--- src/rtl/lcd_bus_pkg.sv ---
// Shared constants and types for the HD44780-style 4-bit LCD bus responder.
package lcd_bus_pkg;

    localparam int unsigned AC_W          = 7;
    localparam logic [7:0]  CMD_CLEAR     = 8'h01;
    localparam int unsigned DDRAM_SET_BIT = 7;

    localparam logic [1:0] ST_HI_WAIT = 2'd0;
    localparam logic [1:0] ST_HI_ACT  = 2'd1;
    localparam logic [1:0] ST_LO_WAIT = 2'd2;
    localparam logic [1:0] ST_LO_ACT  = 2'd3;

    // Bus lines sampled together so they stay coherent through synchronization.
    typedef struct packed {
        logic       en;
        logic       rs;
        logic       rw;
        logic [3:0] data;
    } bus_sample_t;

endpackage

--- src/rtl/lcd_bus_sync.sv ---
// Two-flop synchronizer for a bundle of bus lines from the controller's domain.
module lcd_bus_sync #(
    parameter int unsigned WIDTH = 7
) (
    input  logic             clk,
    input  logic             rst_n,
    input  logic [WIDTH-1:0] d_in,
    output logic [WIDTH-1:0] q_out
);

    logic [WIDTH-1:0] meta_q;
    logic [WIDTH-1:0] sync_q;

    always_ff @(posedge clk or negedge rst_n) begin
        if (!rst_n) begin
            meta_q <= '0;
            sync_q <= '0;
        end else begin
            meta_q <= d_in;
            sync_q <= meta_q;
        end
    end

    assign q_out = sync_q;

endmodule

--- src/rtl/lcd_bus_responder.sv ---
// Device side of the 4-bit LCD bus: reassembles written bytes, tracks AC and busy time,
// and answers reads with {busy, AC} or host-supplied data.
module lcd_bus_responder
    import lcd_bus_pkg::*;
#(
    parameter int unsigned BUSY_CYCLES  = 37,
    parameter int unsigned CLEAR_CYCLES = 1520,
    parameter int unsigned CNT_W        = 11
) (
    input  logic            clk,
    input  logic            rst_n,
    input  logic            rs_in,
    input  logic            rw_in,
    input  logic            enable_in,
    input  logic [3:0]      data_in,
    output logic [3:0]      data_out,
    output logic            data_oe,
    input  logic [7:0]      rd_data,
    output logic            byte_valid,
    output logic            byte_rs,
    output logic [7:0]      byte_data,
    output logic [AC_W-1:0] ac,
    output logic            busy,
    output logic            busy_err,
    output logic            proto_err
);

    bus_sample_t bus_raw;
    bus_sample_t bus_s;

    assign bus_raw = '{en: enable_in, rs: rs_in, rw: rw_in, data: data_in};

    lcd_bus_sync #(
        .WIDTH($bits(bus_sample_t))
    ) u_sync (
        .clk  (clk),
        .rst_n(rst_n),
        .d_in (bus_raw),
        .q_out(bus_s)
    );

    logic [1:0]      state_q, state_d;
    logic            en_prev_q, en_prev_d;
    logic            hi_rs_q, hi_rs_d;
    logic            hi_rw_q, hi_rw_d;
    logic [3:0]      hi_nib_q, hi_nib_d;
    logic [7:0]      rd_word_q, rd_word_d;
    logic [AC_W-1:0] ac_q, ac_d;
    logic [CNT_W-1:0] cnt_q, cnt_d;
    logic            byte_valid_q, byte_valid_d;
    logic            byte_rs_q, byte_rs_d;
    logic [7:0]      byte_data_q, byte_data_d;
    logic            busy_err_q, busy_err_d;
    logic            proto_err_q, proto_err_d;

    logic       en_rise;
    logic       en_fall;
    logic       start_hi;
    logic [7:0] new_byte;

    assign en_rise  = bus_s.en & ~en_prev_q;
    assign en_fall  = ~bus_s.en & en_prev_q;
    assign new_byte = {hi_nib_q, bus_s.data};
    assign busy     = (cnt_q != '0);

    always_comb begin
        state_d      = state_q;
        en_prev_d    = bus_s.en;
        hi_rs_d      = hi_rs_q;
        hi_rw_d      = hi_rw_q;
        hi_nib_d     = hi_nib_q;
        rd_word_d    = rd_word_q;
        ac_d         = ac_q;
        cnt_d        = cnt_q;
        byte_valid_d = 1'b0;
        byte_rs_d    = byte_rs_q;
        byte_data_d  = byte_data_q;
        busy_err_d   = 1'b0;
        proto_err_d  = 1'b0;
        start_hi     = 1'b0;

        if (busy) begin
            cnt_d = cnt_q - CNT_W'(1);
        end

        case (state_q)
            ST_HI_WAIT: begin
                if (en_rise) begin
                    start_hi = 1'b1;
                end
            end
            ST_HI_ACT: begin
                if (en_fall) begin
                    if (!hi_rw_q) begin
                        hi_nib_d = bus_s.data;
                    end
                    state_d = ST_LO_WAIT;
                end
            end
            ST_LO_WAIT: begin
                if (en_rise) begin
                    // A mismatched nibble is realigned as the start of a new byte.
                    if (bus_s.rs != hi_rs_q || bus_s.rw != hi_rw_q) begin
                        proto_err_d = 1'b1;
                        start_hi    = 1'b1;
                    end else begin
                        state_d = ST_LO_ACT;
                    end
                end
            end
            ST_LO_ACT: begin
                if (en_fall) begin
                    state_d = ST_HI_WAIT;
                    if (hi_rw_q) begin
                        if (hi_rs_q) begin
                            ac_d = ac_q + AC_W'(1);
                        end
                    end else begin
                        byte_valid_d = 1'b1;
                        byte_rs_d    = hi_rs_q;
                        byte_data_d  = new_byte;
                        busy_err_d   = busy;
                        cnt_d        = CNT_W'(BUSY_CYCLES);
                        if (hi_rs_q) begin
                            ac_d = ac_q + AC_W'(1);
                        end else if (new_byte == CMD_CLEAR) begin
                            ac_d  = '0;
                            cnt_d = CNT_W'(CLEAR_CYCLES);
                        end else if (new_byte[DDRAM_SET_BIT]) begin
                            ac_d = new_byte[AC_W-1:0];
                        end
                    end
                end
            end
            default: state_d = ST_HI_WAIT;
        endcase

        if (start_hi) begin
            state_d = ST_HI_ACT;
            hi_rs_d = bus_s.rs;
            hi_rw_d = bus_s.rw;
            if (bus_s.rw) begin
                rd_word_d = bus_s.rs ? rd_data : {busy, ac_q};
            end
        end
    end

    always_ff @(posedge clk or negedge rst_n) begin
        if (!rst_n) begin
            state_q      <= ST_HI_WAIT;
            en_prev_q    <= 1'b0;
            hi_rs_q      <= 1'b0;
            hi_rw_q      <= 1'b0;
            hi_nib_q     <= '0;
            rd_word_q    <= '0;
            ac_q         <= '0;
            cnt_q        <= '0;
            byte_valid_q <= 1'b0;
            byte_rs_q    <= 1'b0;
            byte_data_q  <= '0;
            busy_err_q   <= 1'b0;
            proto_err_q  <= 1'b0;
        end else begin
            state_q      <= state_d;
            en_prev_q    <= en_prev_d;
            hi_rs_q      <= hi_rs_d;
            hi_rw_q      <= hi_rw_d;
            hi_nib_q     <= hi_nib_d;
            rd_word_q    <= rd_word_d;
            ac_q         <= ac_d;
            cnt_q        <= cnt_d;
            byte_valid_q <= byte_valid_d;
            byte_rs_q    <= byte_rs_d;
            byte_data_q  <= byte_data_d;
            busy_err_q   <= busy_err_d;
            proto_err_q  <= proto_err_d;
        end
    end

    always_comb begin
        data_out = 4'h0;
        data_oe  = 1'b0;
        if (hi_rw_q) begin
            if (state_q == ST_HI_ACT) begin
                data_oe  = 1'b1;
                data_out = rd_word_q[7:4];
            end else if (state_q == ST_LO_ACT) begin
                data_oe  = 1'b1;
                data_out = rd_word_q[3:0];
            end
        end
    end

    assign ac         = ac_q;
    assign byte_valid = byte_valid_q;
    assign byte_rs    = byte_rs_q;
    assign byte_data  = byte_data_q;
    assign busy_err   = busy_err_q;
    assign proto_err  = proto_err_q;

endmodule

--- config.mk ---
export PLATFORM = sky130hd
export DESIGN_NAME = lcd_bus_responder
export DESIGN_NICKNAME = d
export VERILOG_FILES = /design/src/rtl/lcd_bus_pkg.sv /design/src/rtl/lcd_bus_sync.sv /design/src/rtl/lcd_bus_responder.sv
export SDC_FILE = /design/constraint.sdc
export NUM_CORES = 1
export LEC_CHECK = 0
export CORE_ASPECT_RATIO = 1.2
export CORE_UTILIZATION = 53
export DETAILED_ROUTE_END_ITERATION = 8
export GPL_ROUTABILITY_DRIVEN = 0
export PLACE_DENSITY = 0.79
export SLEW_MARGIN = 20
export SYNTH_ARGS = -nofsm -noshare
export SYNTH_HDL_FRONTEND = slang
export SYNTH_HIERARCHICAL = 1
export SYNTH_SLANG_ARGS = --single-unit
--- constraint.sdc ---
create_clock -name clk -period 2.5 [get_ports clk]
set_input_delay 0.25 -clock clk [delete_from_list [all_inputs] [get_ports clk]]
set_output_delay 0.25 -clock clk [all_outputs]
set_load 0.02 [all_outputs]
==> out/qor_table.md, run 1 <==
| Parameter | Reported | Unit |
| --- | --- | --- |
| Iter 0 DRT Violations | 132 | - |
| Largest fanout on the critical path | 3 | - |
| Final setup vio count | 0 | - |
| Clock tree buffer depth | 2 | - |
| Number of antenna diodes | 0 | - |
| Cell family with the largest share of critical-path delay | simple AND/OR/NAND/NOR gates | - |
| Crit path largest cell delay | 500 | ps |
| Via count | 2,018 | - |
| Data arrival time at the worst-slack endpoint | 2100 | ps |
| Wire length per cell | 14.9 | microns |
| Setup repair after global routing missed its margin | false | - |
| Count of placed standard cells including taps | 344 | - |
| Number of nets still failing antenna checks after routing | 0 | - |
| Slowest cell on the critical path | or4b_1 | - |
| P_leak | 1.50 | nW |
| Number of storage elements in the synthesis netlist | 61 | - |
| Depth of the CTS H-tree | 3 | - |
| Int Pwr | 0.00230 | W |
| Area of all placed cells without fillers | 3380 | sq um |
| Depth of the worst register-to-register path | 7 | - |
| XOR/XNOR share of the synthesized area | 1.29 | % |
| Commonest non-fill, non-tap cell in the layout | dfrtp_1 | - |
| Final period demand of the worst path | 2350 | ps |
| Core box area | 4940 | sq um |
| Simple-gate share of the synthesized area | 17.4 | % |
| Synth Area in Adders | 1.75 | % |
| Fraction of synthesized area in multiplexers | 8.07 | % |
| Standard cell area after detailed placement | 3180 | sq um |
| Syn Nets | 266 | - |
| Fraction of post-synthesis cell area in the top cell type by area | 56.3 | % |
| Kind of end point of the critical path | primary output | - |
| Most used cells in the layout excluding fill and tap cells | dfrtp_1, nand2_1, clkdlybuf4s50_1 | - |
| Detailed-route vias per instance | 5.61 | - |
| Worst setup SP type | flip-flop | - |
| Share of the yosys chip area belonging to registers | 56.3 | % |
| Top cell type by total area after synthesis | dfrtp_1 | - |
| Height of the die | 80.4 | microns |
| Flop-to-flop setup slack | 460 | ps |
| Crit Path Class | reg -> out | - |
| CTS clock-pin slew for the worst setup and hold paths | 60 | ps |
| Max_cap viols | 0 | - |
| Growth of design area from synthesis to finish | 24.6 | % |
| Remaining routing DRC violations | 0 | - |
| Fraction of the mapped netlist area in compound gates | 11.9 | % |
| Via count of the first global-routing pass | 1,978 | - |
| Number of standard-cell rows in the floorplan | 28 | - |
| CTS Buf Count | 9 | - |
| Switching part of the total power | 34.2 | % |
| Total Nets Final | 315 | - |
| Number of enable-type register cells in the synthesized netlist | 0 | - |
| Cell Pwr Density | 1040 | nW/um^2 |
| Yosys warns | 6 | - |
| Net switching power | 0.00120 | W |
| Max Fclk | 425 | MHz |
| Gate count after technology mapping | 246 | - |
| Portion of total power attributed to the clock network | 23.7 | % |
| Synthesized area | 2710 | sq um |
| Total of buffers placed on input and output ports | 41 | - |
| Overall die area | 5410 | sq um |
| Final hold violation count | 0 | - |
| Initial standard-cell utilization of the core | 54.9 | % |
| CP cell instances | inv_1 -> ha_1 -> or4b_1 -> nor4_4 -> inv_2 -> dlygate4sd2_1 | - |
| Total global routing overflow | 0 | - |
| Pins Over Slew Limit | 0 | - |
| Total Routed Length | 5360 | microns |
| Pin slew with the least headroom to its limit | 750 | ps |
| Share of final-layout standard cells stronger than drive strength 1 | 14.3 | % |
| Setup tns final | 0 | ps |
| CTS Root Buffer Type | clkbuf_8 | - |
| Worst clock skew | 7.26 | ps |
| First-pass GRT wire length | 9030 | microns |
| Horizontal die dimension | 67.3 | microns |
| Number of clock sinks seen by CTS | 61 | - |
| Slew margin rel. | 50.0 | % |
| Number of setup buffers added after CTS | 0 | - |
| Buffers and inverters on the worst path | 3 | - |
| Pin count of the biggest net entering global routing | 62 | - |
| Detail Placement HPWL | 3730 | microns |
| Status | finished, final reports clean | - |
| Logic depth of the worst path, buffers included | 6 | - |
| I/O pin total | 42 | - |
| Top post-synthesis cells by area | dfrtp_1, nand2_1, mux2i_1 | - |
| Dominant combinational cell family by area after synthesis | simple AND/OR/NAND/NOR gates | - |
| Share of synthesized flip-flops with an asynchronous set or reset | 100 | % |
| Total global routing track utilization | 23.3 | % |
| Final std cells w/o fill | 360 | - |
| Sequential power share | 44.9 | % |
| Share of the clock period used by the worst path after layout | 94.1 | % |
| Worst min path class | in -> async | - |
| Leading register cell type out of synthesis | dfrtp_1 | - |
| Syn_area_per_cell | 11.0 | sq um |
| Worst supply voltage drop on vdd | 0.000717 | V |
| Clk_lat worst skew | 350 | ps |
| Post-synth cell types | 51 | - |
| CTS tree | yes | - |
| First-pass iteration count of the detailed router | 4 | - |
| Logic gate share of total power | 31.4 | % |
| Initial antenna violation count | 0 | - |
| Required time of the critical path | 2250 | ps |
## final timing paths
kind	to	from
min in group clk	u_sync/meta_q[1]	data_in[1]
worst max-delay path	busy	cnt_q[0]
worst min-delay path	u_sync/q_out[4]	rst_n
worst max register to register	rd_word_q[7]	cnt_q[0]
max in group asynchronous	byte_valid	rst_n
worst min register to register	u_sync/q_out[0]	u_sync/meta_q[0]
## worst register-to-register path: stages (launching register included)
cell and delay, ps:
dfrtp_1 370, inv_1 110, ha_1 180, or4b_1 500, nor4_4 190, buf_4 210
o21ai_0 80, mux2_2 270
## cell usage after synthesis, drive strengths merged (2+ instances only)
cell     n
a21oi   13
a22o     2
a22oi    2
a32o     3
a41oi    2
and3     2
buf      4
clkbuf   5
dfrtp   61
ha       3
inv      9
mux2     7
mux2i   14
nand2   40
nand2b   4
nand3    2
nand4    2
nor2    19
nor4     5
o21ai    9
o311ai   3
o31ai    2
or2      4
or3      4
or4      3
xnor2    4
## power groups by stage
stage                     Clock, W  Sequential (W)  Combinational, W
after global placement           0         0.00157           0.00107
after CTS                 0.000856         0.00157           0.00111
final                     0.000831         0.00157           0.00110
after global routing      0.000898         0.00162           0.00121
after detailed placement         0         0.00159           0.00110
after floorplan                  0         0.00163          0.000591
## per-stage QoR
stage          setup WS, ps  hold slack [ps]  utilization [%]  power, W
2_1_floorplan           576            -45.6                -   0.00222
3_3_place_gp            349              333             64.5   0.00265
3_5_place_dp            275              335             64.5   0.00269
4_1_cts                 124             82.0             68.4   0.00353
5_1_grt                28.8              135             68.4   0.00372
6_report                147             48.6             68.4   0.00350
## repair_timing
item / in CTS / in global routing
resized for setup: 1 / 0
endpoints found under the setup margin: 1 / 0
hold buffers: 0 / 0
## cells by family (layout without fill, tap and decap cells)
| group | after synthesis | count (layout) |
|---|---|---|
| buf+inv | 19 | 73 |
| fa+ha+maj | 4 | 4 |
| xor+xnor | 4 | 4 |
| simple gates | 92 | 92 |
| compound gates | 45 | 45 |
| mux | 21 | 21 |
| flops | 61 | 61 |
## layout make-up
type | count | area (sq um)
clock inverter | 3 | 17.5
multi-input combinational | 166 | 1090
inverter | 10 | 37.5
sequential | 61 | 1530
tap | 60 | 75.1
timing repair buffer | 47 | 449
clock buffer | 13 | 179
fill | 384 | 1560
## routing by layer
layer	part of all wire (%)	GRT usage (%)	routed length (microns)	up-vias
met1	43	29.5	2300	985
met5	0	0	0	-
met3	4.3	7.39	229	14
met2	50	36.0	2690	47
li1	-	-	-	972
met4	2.4	10.9	131	0
## flip-flops by register name (all words and copies together), names as in the netlist
name,flops
byte_valid,1
ac,7
en_prev_q,1
byte_rs,1
hi_rw_q,1
state_q,2
u_sync/q_out,7
hi_rs_q,1
rd_word_q,8
cnt_q,11
hi_nib_q,4
busy_err,1
proto_err,1
byte_data,8
u_sync/meta_q,7
Note: power is estimated with default switching activity, not from simulation.
==> run 2: changes to the inputs <==
--- a/config.mk
+++ b/config.mk
@@ -6,10 +6,11 @@
 export NUM_CORES = 1
 export LEC_CHECK = 0
 export CORE_ASPECT_RATIO = 1.2
-export CORE_UTILIZATION = 53
+export CORE_MARGIN = 1
+export CORE_UTILIZATION = 40
+export CTS_CLUSTER_DIAMETER = 80
 export DETAILED_ROUTE_END_ITERATION = 8
 export GPL_ROUTABILITY_DRIVEN = 0
-export PLACE_DENSITY = 0.79
 export SLEW_MARGIN = 20
 export SYNTH_ARGS = -nofsm -noshare
 export SYNTH_HDL_FRONTEND = slang
==> run 2 against run 1 <==
Effect of this change: clock skew increased by 4.1 ps; first-iteration DRC count fell by 43%; core utilization fell by 15 points; combinational power about the same; die area rose by 32%; global-route usage down 5.6 points; sequential cell count unchanged; critical path depth did not move; routed wire length increased by 5.6%; register-to-register slack barely moved; critical endpoint unchanged.
==> out/qor_table.md, run 2 (synthesized netlist as in run 1, its figures left out) <==
| Parameter | Reported | Unit | Delta |
| --- | --- | --- | --- |
| Depth of the CTS H-tree | 3 | - | unchanged |
| Number of standard-cell rows in the floorplan | 32 | - | was 28 |
| Horizontal die dimension | 77.2 | microns | was 67.3 microns |
| First-pass GRT wire length | 9540 | microns | was 9030 microns |
| Status | finished, final reports clean | - | unchanged |
| Share of final-layout standard cells stronger than drive strength 1 | 14.5 | % | was 14.3% |
| Final period demand of the worst path | 2350 | ps | about the same |
| Number of clock sinks seen by CTS | 61 | - | unchanged |
| Data arrival time at the worst-slack endpoint | 2100 | ps | about the same |
| Total Nets Final | 318 | - | was 315 |
| Number of setup buffers added after CTS | 0 | - | unchanged |
| Kind of end point of the critical path | primary output | - | unchanged |
| Pins Over Slew Limit | 0 | - | unchanged |
| Flop-to-flop setup slack | 460 | ps | about the same |
| Worst setup SP type | flip-flop | - | unchanged |
| Initial standard-cell utilization of the core | 41.8 | % | was 54.9% |
| Commonest non-fill, non-tap cell in the layout | dfrtp_1 | - | unchanged |
| Total of buffers placed on input and output ports | 41 | - | unchanged |
| Depth of the worst register-to-register path | 7 | - | unchanged |
| I/O pin total | 42 | - | unchanged |
| CTS Root Buffer Type | clkbuf_8 | - | unchanged |
| CTS Buf Count | 9 | - | unchanged |
| Number of antenna diodes | 0 | - | unchanged |
| Overall die area | 7120 | sq um | was 5410 sq um |
| P_leak | 1.50 | nW | about the same |
| Worst supply voltage drop on vdd | 0.000618 | V | was 0.000717 V |
| Setup tns final | 0 | ps | unchanged |
| CTS clock-pin slew for the worst setup and hold paths | 70 | ps | was 60 ps |
| Max_cap viols | 0 | - | unchanged |
| Remaining routing DRC violations | 0 | - | unchanged |
| Filler cell count | 606 | - | was 384 |
| Clk_lat worst skew | 340 | ps | was 350 ps |
| Clock tree buffer depth | 2 | - | unchanged |
| Final hold violation count | 0 | - | unchanged |
| Total global routing overflow | 0 | - | unchanged |
| Count of placed standard cells including taps | 371 | - | was 344 |
| Final setup slack of the worst path | 148 | ps | was 147 ps |
| Max Fclk | 425 | MHz | about the same |
| Met3 routed wirelength | 211 | microns | was 229 microns |
| Height of the die | 92.2 | microns | was 80.4 microns |
| Total Routed Length | 5650 | microns | was 5360 microns |
| Cell Pwr Density | 1030 | nW/um^2 | was 1040 nW/um^2 |
| Via count of the first global-routing pass | 2,012 | - | was 1,978 |
| Area of combinational cells with multiple inputs | 1090 | sq um | unchanged |
| Final std cells w/o fill | 388 | - | was 360 |
| Slowest cell on the critical path | or4b_1 | - | unchanged |
| CTS tree | yes | - | unchanged |
| Startpoint of the lowest-slack register-to-register path | cnt_q[0] | - | unchanged |
| WHS Path Cells | 0 | - |  |
| Total global routing track utilization | 17.7 | % | was 23.3% |
| CP cell instances | inv_1 -> ha_1 -> or4b_1 -> nor4_4 -> inv_2 -> dlygate4sd2_1 | - | unchanged |
| Growth of design area from synthesis to finish | 26.8 | % | was 24.6% |
| Met2 wire length | 2770 | microns | was 2690 microns |
| Pin slew with the least headroom to its limit | 684 | ps | was 750 ps |
| Crit Path Class | reg -> out | - | unchanged |
| Pre-CTS setup slack | 292 | ps | was 275 ps |
| Sequential Area | 1530 | sq um | unchanged |
| Hold_sp | u_sync/meta_q[4] | - |  |
| Slew margin rel. | 54.4 | % | was 50.0% |
| Initial antenna violation count | 0 | - | unchanged |
| Metal1 wirelength | 2570 | microns | was 2300 microns |
| Number of nets still failing antenna checks after routing | 0 | - | unchanged |
| Overall Power | 0.00355 | W | was 0.00350 W |
| Detail Placement HPWL | 4010 | microns | was 3730 microns |
| Crit path largest cell delay | 510 | ps | was 500 ps |
| Register containing the most flip-flops in the final layout | cnt_q | - | unchanged |
| Flip-flop count of the largest register, all copies and words added | 11 | - | unchanged |
| Post-route worst hold slack | 346 | ps | was 48.6 ps |
| Wire length per cell | 14.6 | microns | was 14.9 microns |
| Largest fanout on the critical path | 3 | - | unchanged |
| Detailed-route vias per instance | 5.14 | - | was 5.61 |
| Buffers and inverters on the worst path | 3 | - | unchanged |
| Required time of the critical path | 2250 | ps | about the same |
| First-pass iteration count of the detailed router | 4 | - | unchanged |
| Worst clock skew | 11.4 | ps | was 7.26 ps |
| Share of the clock period used by the worst path after layout | 94.1 | % | about the same |
| Worst min path class | reg -> reg | - | was in -> async |
| Via count | 1,996 | - | was 2,018 |
| Pin count of the biggest net entering global routing | 31 | - | was 62 |
| Core box area | 6490 | sq um | was 4940 sq um |
| Uppermost signal routing layer after detailed routing | met4 | - | unchanged |
| Final setup vio count | 0 | - | unchanged |
| Hold path endpoint | u_sync/q_out[4] | - |  |
| Most used cells in the layout excluding fill and tap cells | dfrtp_1, nand2_1, clkdlybuf4s50_1 | - | unchanged |
| Setup repair after global routing missed its margin | false | - | unchanged |
| Iter 0 DRT Violations | 75 | - | was 132 |
| Cell family with the largest share of critical-path delay | simple AND/OR/NAND/NOR gates | - | unchanged |
| Capture instance of the worst register-to-register path | rd_word_q[7] | - | unchanged |
==> run 2: through the flow <==
stage,util (%),instance area [sq um]
2_1_floorplan,-,2710
3_3_place_gp,49.8,3230
3_5_place_dp,49.8,3230
4_1_cts,53.0,3440
5_1_grt,53.0,3440
6_report,53.0,3440
==> run 2: per-layer routing <==
metal | track usage, % | vias up
li1 | - | 975
met1 | 22.1 | 970
met2 | 28.2 | 43
met3 | 4.78 | 8
met4 | 8.65 | 0
met5 | 0 | -
==> run 2: area by class of cell <==
cell class,instances,share of cell area [%]
inverter,10,1.09
clock inverter,5,1.75
timing repair buffer,50,13.8
tap,85,3.09
sequential,61,44.4
clock buffer,11,4.11
multi-input combinational,166,31.8
==> run 2: worst max path at each step <==
| stage | start | endpoint | slack [ps] | cells past startpoint |
|---|---|---|---|---|
| 2_1_floorplan | cnt_q[0] | rd_word_q[7] | 580 | 6 |
| 3_3_place_gp | cnt_q[0] | busy | 350 | 6 |
| 3_5_place_dp | cnt_q[0] | busy | 290 | 6 |
| 4_1_cts | cnt_q[0] | busy | 120 | 6 |
| 5_1_grt | cnt_q[1] | busy | 30 | 6 |
| 6_report | cnt_q[0] | busy | 150 | 6 |
==> run 2: repair_timing <==
item                                    in CTS  in global routing
hold buffers                                 1                  0
hold endpoints to repair                    28                  0
resized for setup                            1                  0
endpoints found under the setup margin       1                  0
==> run 2: report_power, final <==
| group | internal (W) | leakage [nW] | switching (W) |
|---|---|---|---|
| logic | 0.000569 | 0.660 | 0.000535 |
| registers | 0.00127 | 0.750 | 0.000296 |
| clock network | 0.000487 | 0.0878 | 0.000394 |
| total | 0.00233 | 1.50 | 0.00122 |
